$ cat src/rtl/rom_byte_unpacker.sv
// Pulls 64-bit words from file_rom under credit control into a 2-entry FIFO and
// serialises them MSB-first onto a byte valid/ready stream, flagging the final byte.
module rom_byte_unpacker #(
    parameter int WORD_W     = 64,
    parameter int FIFO_DEPTH = 2
) (
    input  logic              clk,
    input  logic              rst_n,
    input  logic              start,
    input  logic [3:0]        last_word_bytes,
    output logic              cs,
    input  logic              valid,
    input  logic [WORD_W-1:0] data_out,
    input  logic              eof,
    output logic [7:0]        byte_out,
    output logic              byte_valid,
    input  logic              byte_ready,
    output logic              byte_last,
    output logic              done
);

    typedef enum logic [1:0] {
        ST_IDLE  = 2'd0,
        ST_RUN   = 2'd1,
        ST_DRAIN = 2'd2,
        ST_DONE  = 2'd3
    } state_t;

    localparam logic [2:0] DEPTH_C = 3'(FIFO_DEPTH);

    state_t              state_r;
    state_t              state_s;
    logic [WORD_W-1:0]   mem_r [0:1];
    logic                eof_mem_r [0:1];
    logic                wr_ptr_r;
    logic                rd_ptr_r;
    logic [1:0]          count_r;
    logic [2:0]          idx_r;
    logic                cs_q_r;
    logic                eof_seen_r;

    logic                cs_s;
    logic                credit_s;
    logic                wr_en_s;
    logic                hs_s;
    logic                pop_s;
    logic [2:0]          last_idx_s;
    logic [WORD_W-1:0]   head_word_s;
    logic                head_eof_s;
    logic                byte_valid_s;
    logic                byte_last_s;
    logic [7:0]          byte_sel_s;

    // Effective index of the final byte in the eof word (0 or >8 means a full word)
    always_comb begin
        if ((last_word_bytes == 4'd0) || (last_word_bytes > 4'd8)) begin
            last_idx_s = 3'd7;
        end else begin
            last_idx_s = 3'(last_word_bytes - 4'd1);
        end
    end

    // FIFO head view, handshake and pop decisions
    always_comb begin
        head_word_s  = mem_r[rd_ptr_r];
        head_eof_s   = eof_mem_r[rd_ptr_r];
        byte_valid_s = (count_r != 2'd0);
        hs_s         = byte_valid_s && byte_ready;
        byte_last_s  = byte_valid_s && head_eof_s && (idx_r == last_idx_s);
        pop_s        = hs_s && ((idx_r == 3'd7) || (head_eof_s && (idx_r == last_idx_s)));
        // Only words answering an outstanding request are written; stray valids drop here
        wr_en_s      = valid && cs_q_r && (count_r != 2'd2);
    end

    // Fetch request: buffered plus in-flight words must stay below the FIFO depth
    always_comb begin
        credit_s = (({1'b0, count_r} + {2'b00, cs_q_r}) < DEPTH_C);
        if ((state_r == ST_RUN) && !eof_seen_r && !(valid && eof && cs_q_r) && credit_s) begin
            cs_s = 1'b1;
        end else begin
            cs_s = 1'b0;
        end
    end

    // MSB-first byte selection from the FIFO head
    always_comb begin
        case (idx_r)
            3'd0:    byte_sel_s = head_word_s[63:56];
            3'd1:    byte_sel_s = head_word_s[55:48];
            3'd2:    byte_sel_s = head_word_s[47:40];
            3'd3:    byte_sel_s = head_word_s[39:32];
            3'd4:    byte_sel_s = head_word_s[31:24];
            3'd5:    byte_sel_s = head_word_s[23:16];
            3'd6:    byte_sel_s = head_word_s[15:8];
            default: byte_sel_s = head_word_s[7:0];
        endcase
    end

    // Next-state logic
    always_comb begin
        state_s = state_r;
        case (state_r)
            ST_IDLE: begin
                if (start) state_s = ST_RUN;
                else       state_s = ST_IDLE;
            end
            ST_RUN: begin
                if (wr_en_s && eof) state_s = ST_DRAIN;
                else                state_s = ST_RUN;
            end
            ST_DRAIN: begin
                if (hs_s && byte_last_s) state_s = ST_DONE;
                else                     state_s = ST_DRAIN;
            end
            ST_DONE: state_s = ST_DONE;
            default: state_s = ST_IDLE;
        endcase
    end

    // State, request tracking and byte index registers
    always_ff @(posedge clk or negedge rst_n) begin
        if (!rst_n) begin
            state_r    <= ST_IDLE;
            cs_q_r     <= 1'b0;
            eof_seen_r <= 1'b0;
            idx_r      <= 3'd0;
        end else begin
            state_r <= state_s;
            cs_q_r  <= cs_s;
            if (wr_en_s && eof) eof_seen_r <= 1'b1;
            if (pop_s)          idx_r <= 3'd0;
            else if (hs_s)      idx_r <= idx_r + 3'd1;
        end
    end

    // Two-entry word FIFO with eof tag; write and pop may coincide
    always_ff @(posedge clk or negedge rst_n) begin
        if (!rst_n) begin
            mem_r[0]     <= '0;
            mem_r[1]     <= '0;
            eof_mem_r[0] <= 1'b0;
            eof_mem_r[1] <= 1'b0;
            wr_ptr_r     <= 1'b0;
            rd_ptr_r     <= 1'b0;
            count_r      <= 2'd0;
        end else begin
            if (wr_en_s) begin
                mem_r[wr_ptr_r]     <= data_out;
                eof_mem_r[wr_ptr_r] <= eof;
                wr_ptr_r            <= ~wr_ptr_r;
            end
            if (pop_s) rd_ptr_r <= ~rd_ptr_r;
            case ({wr_en_s, pop_s})
                2'b10:   count_r <= count_r + 2'd1;
                2'b01:   count_r <= count_r - 2'd1;
                default: count_r <= count_r;
            endcase
        end
    end

    // Output drive from FIFO head and state registers
    always_comb begin
        cs         = cs_s;
        byte_valid = byte_valid_s;
        byte_last  = byte_last_s;
        done       = (state_r == ST_DONE);
        if (byte_valid_s) begin
            byte_out = byte_sel_s;
        end else begin
            byte_out = 8'd0;
        end
    end

endmodule
$ cat config.mk
export PLATFORM = sky130hd
export DESIGN_NAME = rom_byte_unpacker
export DESIGN_NICKNAME = d
export VERILOG_FILES = /design/src/rtl/rom_byte_unpacker.sv
export SDC_FILE = /design/constraint.sdc
export NUM_CORES = 1
export LEC_CHECK = 0
export ABC_AREA = 1
export CORE_ASPECT_RATIO = 1.25
export CORE_MARGIN = 2
export CORE_UTILIZATION = 50
export CTS_BUF_LIST = sky130_fd_sc_hd__clkbuf_4
export DETAILED_ROUTE_END_ITERATION = 16
export PLACE_DENSITY = 0.73
export SETUP_SLACK_MARGIN = 0.02
export SYNTH_ARGS = -nofsm -noshare
export SYNTH_HDL_FRONTEND = slang
export SYNTH_SLANG_ARGS = --single-unit
$ cat constraint.sdc
create_clock -name clk -period 2.34 [get_ports clk]
set_input_delay 0.585 -clock clk [delete_from_list [all_inputs] [get_ports clk]]
set_output_delay 0.585 -clock clk [all_outputs]
set_load 0.03 [all_outputs]
==> reports/results.ini <==
[grt]
grt_pass1_vias = 6388
grt_usage = 0.286
grt_overflow = 0
grt_max_degree = 58
antenna_found_initial = 1
grt_pass1_wl_um = 31800

[clock_network]
cts_root_buf = clkbuf_4
clkTransAtPathRegs_ps = 130
cts_tree = built
htree_levels = 4
clock_path_buffers = 2
numCtsBuffers = 17
clkLatencyLatePin_ps = 580
clock-sinks = 141

[placed_design]
post-place-cells = 1075
io_buffers = 85
dp_hpwl_um = 13400
place.gp.congestion = 0.925
place_ws_ps = -607

[yosys]
ys_ff_latch = 141
syn_inst = 779
postSynthAreaPerCell_um2 = 8.73
synth_nets = 861
yosysSeqAreaShare = 0.519
synthesis.area_um2 = 6800
ys_warn_count = 0
ys_types = 30

[setup_path]
worstSetupPathType = flop to primary output
cp.required_ps = 1750
worst-path-max-fanout = 5
cp_data_arrival_time_ps = 2520
crit_top_cell = buf_6
startpoint_type = flop
cp_slowest_stage_delay_ps = 440
cp_slowest_cell = dfrtp_1
crit_path_cell_trace = buf_6, ha_4, ha_4, buf_6, buf_6, o211ai_1, nand3_1, nor3_2, a21oi_2, buf_12
end_kind = primary output

[routing]
drt_pass1_iterations = 7
vias = 6260
drt_iter0_drc = 497
ant_nets = 0
drc = 0
viasPerCell = 5.48
wl_per_cell_um = 17.9
totalWireLength_um = 20500

[pwr]
p_per_area_nw_per_um2 = 1020
total_power_mw = 9.55
vdd_drop_max_mv = 1.23
p_leak_nw = 4.70

[layout]
area_growth_pct = 37.7
drive_gt1_frac = 0.294
mostFrequentLayoutCells = nand2_1, dfrtp_1, o21ai_0
final_common_cell = nand2_1
final_nets = 1040
final_cells = 1143

[sta]
finClkSkew_ps = 21.0
min_period_over_period = 1.33
tightestPinTransition_ps = 581
rsz0062_at_grt = yes
finalHoldViolCount = 0
setup_violations = 11
fin_crit_ps = 3110
fmax_mhz = 322
drv_slew = 0
relSlewSlack = 0.608
setup_ws_ps = -769

[floorplan]
start_util = 0.512
fp-row-count = 47
io_pins = 86
dieArea_um2 = 14600
chipWidth_um = 108
die_h_um = 134
core_area_um2 = 13300

[flow_run]
maxCapViolations = 0

[status]
status = complete, but fails checks
violations = setup timing

[min_path]
hold_class = flop to flop

## report_power, final
group / switching (mW) / internal, mW
Clock: 0.935 / 1.06
Combinational: 2.68 / 2.32
Sequential: 0.0658 / 2.49
Total: 3.68 / 5.87
## critical path, delay by kind of cell, from the launching register on
family,cells,cell delay (ps)
compound gates,2,250
fa+ha+maj,2,330
buf+inv,4,550
flops,1,440
simple gates,2,380
## logic make-up after synthesis
family | synth area share
AOI/OAI and AO/OA | 0.159
xor gates and xnor gates | 0.00258
adders and majority gates | 0.0147
buffers and inverters | 0.0903
DFF | 0.519
muxes | 0.0563
and+or+nand+nor | 0.158
## sequential cells by signal (all words and copies together), names as in the netlist
register and cells:
count_r 2, cs_q_r 1, eof_mem_r 2, eof_seen_r 1
idx_r 3, mem_r 128, rd_ptr_r 1, state_r 2
wr_ptr_r 1
## per-layer routing
layer | GRT usage | part of all wire | up-vias
met4 | 0.124 | 0.039 | 0
met3 | 0.0603 | 0.047 | 64
met2 | 0.496 | 0.52 | 240
met5 | 0 | 0 | -
met1 | 0.342 | 0.39 | 3067
li1 | - | - | 2889
## layout make-up
cell class,instances,area [µm²]
multi-input combinational,502,3020
antenna,1,2.50
fill,995,3920
inverter,98,377
clock buffer,17,128
clock inverter,15,244
sequential,141,3530
tap,171,214
timing repair buffer,198,1850
## path summary, 6_finish.rpt
kind	slack [ps]	startpoint	cells after the start	to
worst max register to register	-70	rd_ptr_r	16	count_r[1]
max in group asynchronous	1010	rst_n	3	mem_r[17]
worst max-delay path	-770	idx_r[0]	10	byte_out[4]
min in group asynchronous	530	rst_n	2	wr_ptr_r
worst min-delay path	480	mem_r[100]	2	mem_r[100]
worst min register to register	480	mem_r[100]	2	mem_r[100]
## synth_stat cells (all sizes together)
| cell type | instances | area share |
|---|---|---|
| nand2 | 211 | 0.12 |
| dfrtp | 141 | 0.52 |
| o21ai | 136 | 0.11 |
| inv | 97 | 0.054 |
| a21oi | 52 | 0.040 |
| mux2 | 34 | 0.056 |
| buf | 29 | 0.031 |
| nand3 | 17 | 0.013 |
| nor3 | 13 | 0.0096 |
| nor2 | 12 | 0.011 |
| clkbuf | 9 | 0.0051 |
| ha | 8 | 0.015 |
| o211ai | 7 | 0.0077 |
| nand4 | 5 | 0.0046 |
| a221oi | 4 | 0.0051 |
| clkinv | 1 | 0.00055 |
| o22ai | 1 | 0.00092 |
| xnor2 | 1 | 0.0013 |
| xor2 | 1 | 0.0013 |
## metrics by stage
step	instance area, µm²	utilization	hold slack [ps]	setup TNS [ps]
CTS	9110	0.686	484	-6100
detailed placement	8300	0.625	453	-4490
finish	9370	0.705	482	-6250
floorplan	6840	-	289	0
global route	9370	0.705	508	-7240
global placement	8300	0.625	437	-3700
## what timing repair did
item,CTS,global route
resized for setup,90,55
hold buffers,1,0
buffers inserted,31,14
pin swaps,18,21
setup endpoints to repair,13,15
endpoints found under the hold margin,53,0
No activity file was read; power rests on OpenSTA's default activity.
==> RTL change (same settings) <==
The 4 states of `state_t` get a one-hot encoding in 4 bits.
--- a/src/rtl/rom_byte_unpacker.sv
+++ b/src/rtl/rom_byte_unpacker.sv
@@ -19,11 +19,11 @@
     output logic              done
 );
 
-    typedef enum logic [1:0] {
-        ST_IDLE  = 2'd0,
-        ST_RUN   = 2'd1,
-        ST_DRAIN = 2'd2,
-        ST_DONE  = 2'd3
+    typedef enum logic [3:0] {
+        ST_IDLE  = 4'b0001,
+        ST_RUN   = 4'b0010,
+        ST_DRAIN = 4'b0100,
+        ST_DONE  = 4'b1000
     } state_t;
 
     localparam logic [2:0] DEPTH_C = 3'(FIFO_DEPTH);
Check against the original RTL: same outputs for any inputs over 10 cycles, from zero or initial values and one cycle with rst_n low; not proved beyond that.
==> RTL change against the original RTL <==
Power decreased by 8.6%. Worst setup slack improved by 0.15 ns. Sequential power increased by 3%. Area after synthesis increased by 2.0%. Design area decreased by 1.7%. Global-route usage decreased by 3.1 points. Sequential cell count increased by 2. Count of clock-buffer cells in the layout unchanged. First-iteration DRC count decreased by 28%. The run still ends with negative setup slack left. Largest power group unchanged. Routed wire length decreased by 13%.
==> RTL change: results (changes against the original RTL) <==
stage	metric	value	unit	change
status	status	finished, violations left		
status	failing checks	negative setup slack		
timing	post-route setup slack	-0.6167	ns	+0.1524 ns
synth	syn avg cell area	8.685	um^2	-0.55%
timing	hold_ws	0.4813	ns	-0.001009 ns
power	PwrDens	947.0	mW/mm^2	-7.1%
setup_path	flop2flop setup slack	0.08	ns	+0.15 ns
clock_tree	clk_lat worst skew	0.55	ns	-0.03 ns
finish	fin nets	1028		-1.2%
synth	register area share after synthesis	0.5159		-0.002801
route	WL per Instance	15.69	um	-12%
timing	Final Setup Violations	9		-2
setup_path	CP max stage cell	dfrtp_2		
synth	multiplexer share of the synthesized area	0.06113		+0.004844
place	placed instance area	0.008347	mm^2	+0.51%
place	cell total after placement	1084		+0.84%
timing	setup_tns	-5.018	ns	+1.235 ns
timing	Worst-Margin Slew	0.4951	ns	-0.08614 ns
min_path	hold depth	2		unchanged
place	Final GP Congestion	0.8714		-5.8%
synth	Synth Area in Compound Gates	0.1502		-0.009081
route	DR vias/cell	5.234		-4.4%
clock_tree	post_cts resized	98		+8.9%
finish	Ant. Diodes	0		-1
min_path	Hold Path Origin	mem_r[127]		
power	leakage power total	4.517	nW	-3.8%
synth	Syn Nets	881		+2.3%
synth	Synth cell types	33		+10%
finish	FILL cells	1046		+5.1%
global_routing	vias in the first global route	5827		-8.8%
synth	list of most frequent post-synthesis cells	nand2_1, dfrtp_1, o21ai_0		
global_routing	total track usage	0.2552		-0.03097
power	VDD IR max	0.6869	mV	-44%
synth	synth top area cells	dfrtp_1, nand2_1, o21ai_0		
finish	top flop regs	mem_r (128), state_r (4), idx_r (3)		
setup_path	reg-to-reg critical path startpoint	idx_r[0]		
synth	post-synthesis adder-cell area fraction	0.01442		-0.0002892
clock_tree	setup bufs post-CTS	16		-48%
setup_path	crit-path max cell delay	0.49	ns	+0.05 ns
route	drt initial violations	358		-28%
finish	layout cells sized above 1	0.2523		-0.04117
place	Post-DP HPWL	12.28	mm	-8.4%
global_routing	largest net degree at the start of global routing	56		-3.4%
route	TritonRoute pass-1 iters	5		-2
setup_path	CP max FO	6		+1
setup_path	Reg2Reg Depth	15		-1
global_routing	antenna violations before repair	0		-1
timing	clock skew	0.02087	ns	-0.0001114 ns
route	total number of vias	5935		-5.2%
min_path	Worst Hold Endpoint	mem_r[127]		
global_routing	first-pass GRT wire length	28.87	mm	-9.1%
clock_tree	CTS clk-pin slew, worst paths	0.13	ns	about the same
setup_path	Crit path arrival time	2.37	ns	-0.15 ns
synth	Post-Synth XOR/XNOR Area	0.002524		-0.00005061
[RTL change: worst max-delay path, delay by kind of cell, from the launching register on]
kind / cells / cell delay (ns)
AND/OR/NAND/NOR: 3 / 0.45
buffers and inverters: 4 / 0.51
AO/OA/AOI/OAI: 3 / 0.21
adder cells (fa/ha/maj): 1 / 0.17
flip-flops: 1 / 0.49
[RTL change: power by group]
group	switching [mW]	leakage, nW	total, mW	internal [mW]
Clock	0.963	0.120	1.39	0.428
Combinational	2.60	2.76	4.70	2.10
Sequential	0.0882	1.64	2.64	2.55
Total	3.65	4.52	8.72	5.07
[RTL change: how the worst max path moves through the flow]
stage / to / slack, ns / depth (start not counted)
2_1_floorplan: byte_out[6] / 0.04 / 8
3_3_place_gp: byte_last / -0.33 / 11
3_5_place_dp: byte_last / -0.39 / 11
4_1_cts: byte_out[5] / -0.63 / 11
5_1_grt: byte_out[6] / -0.70 / 9
6_report: byte_out[4] / -0.62 / 11
[RTL change: area by class of cell]
class                      count  area (um^2)  area share
clock buffer                  17        127.6     0.01385
clock inverter                15        110.1     0.01195
inverter                      93        362.8     0.03939
multi-input combinational    525         3187      0.3460
sequential                   143         3583      0.3890
tap                          175        219.0     0.02377
timing repair buffer         166         1622      0.1760
[RTL change: per-stage QoR]
step | setup WS, ns | utilization
after floorplan | 0.03605 | -
after global placement | -0.3323 | 0.6096
after detailed placement | -0.3929 | 0.6096
after CTS | -0.6341 | 0.6593
after global routing | -0.7032 | 0.6727
final | -0.6167 | 0.6727
[RTL change: routing by layer]
metal | up-vias | share of wire | global-route usage
li1 | 2899 | - | -
met1 | 2809 | 0.44 | 0.3393
met2 | 175 | 0.48 | 0.3947
met3 | 52 | 0.041 | 0.05387
met4 | 0 | 0.043 | 0.1266
met5 | - | 0 | 0
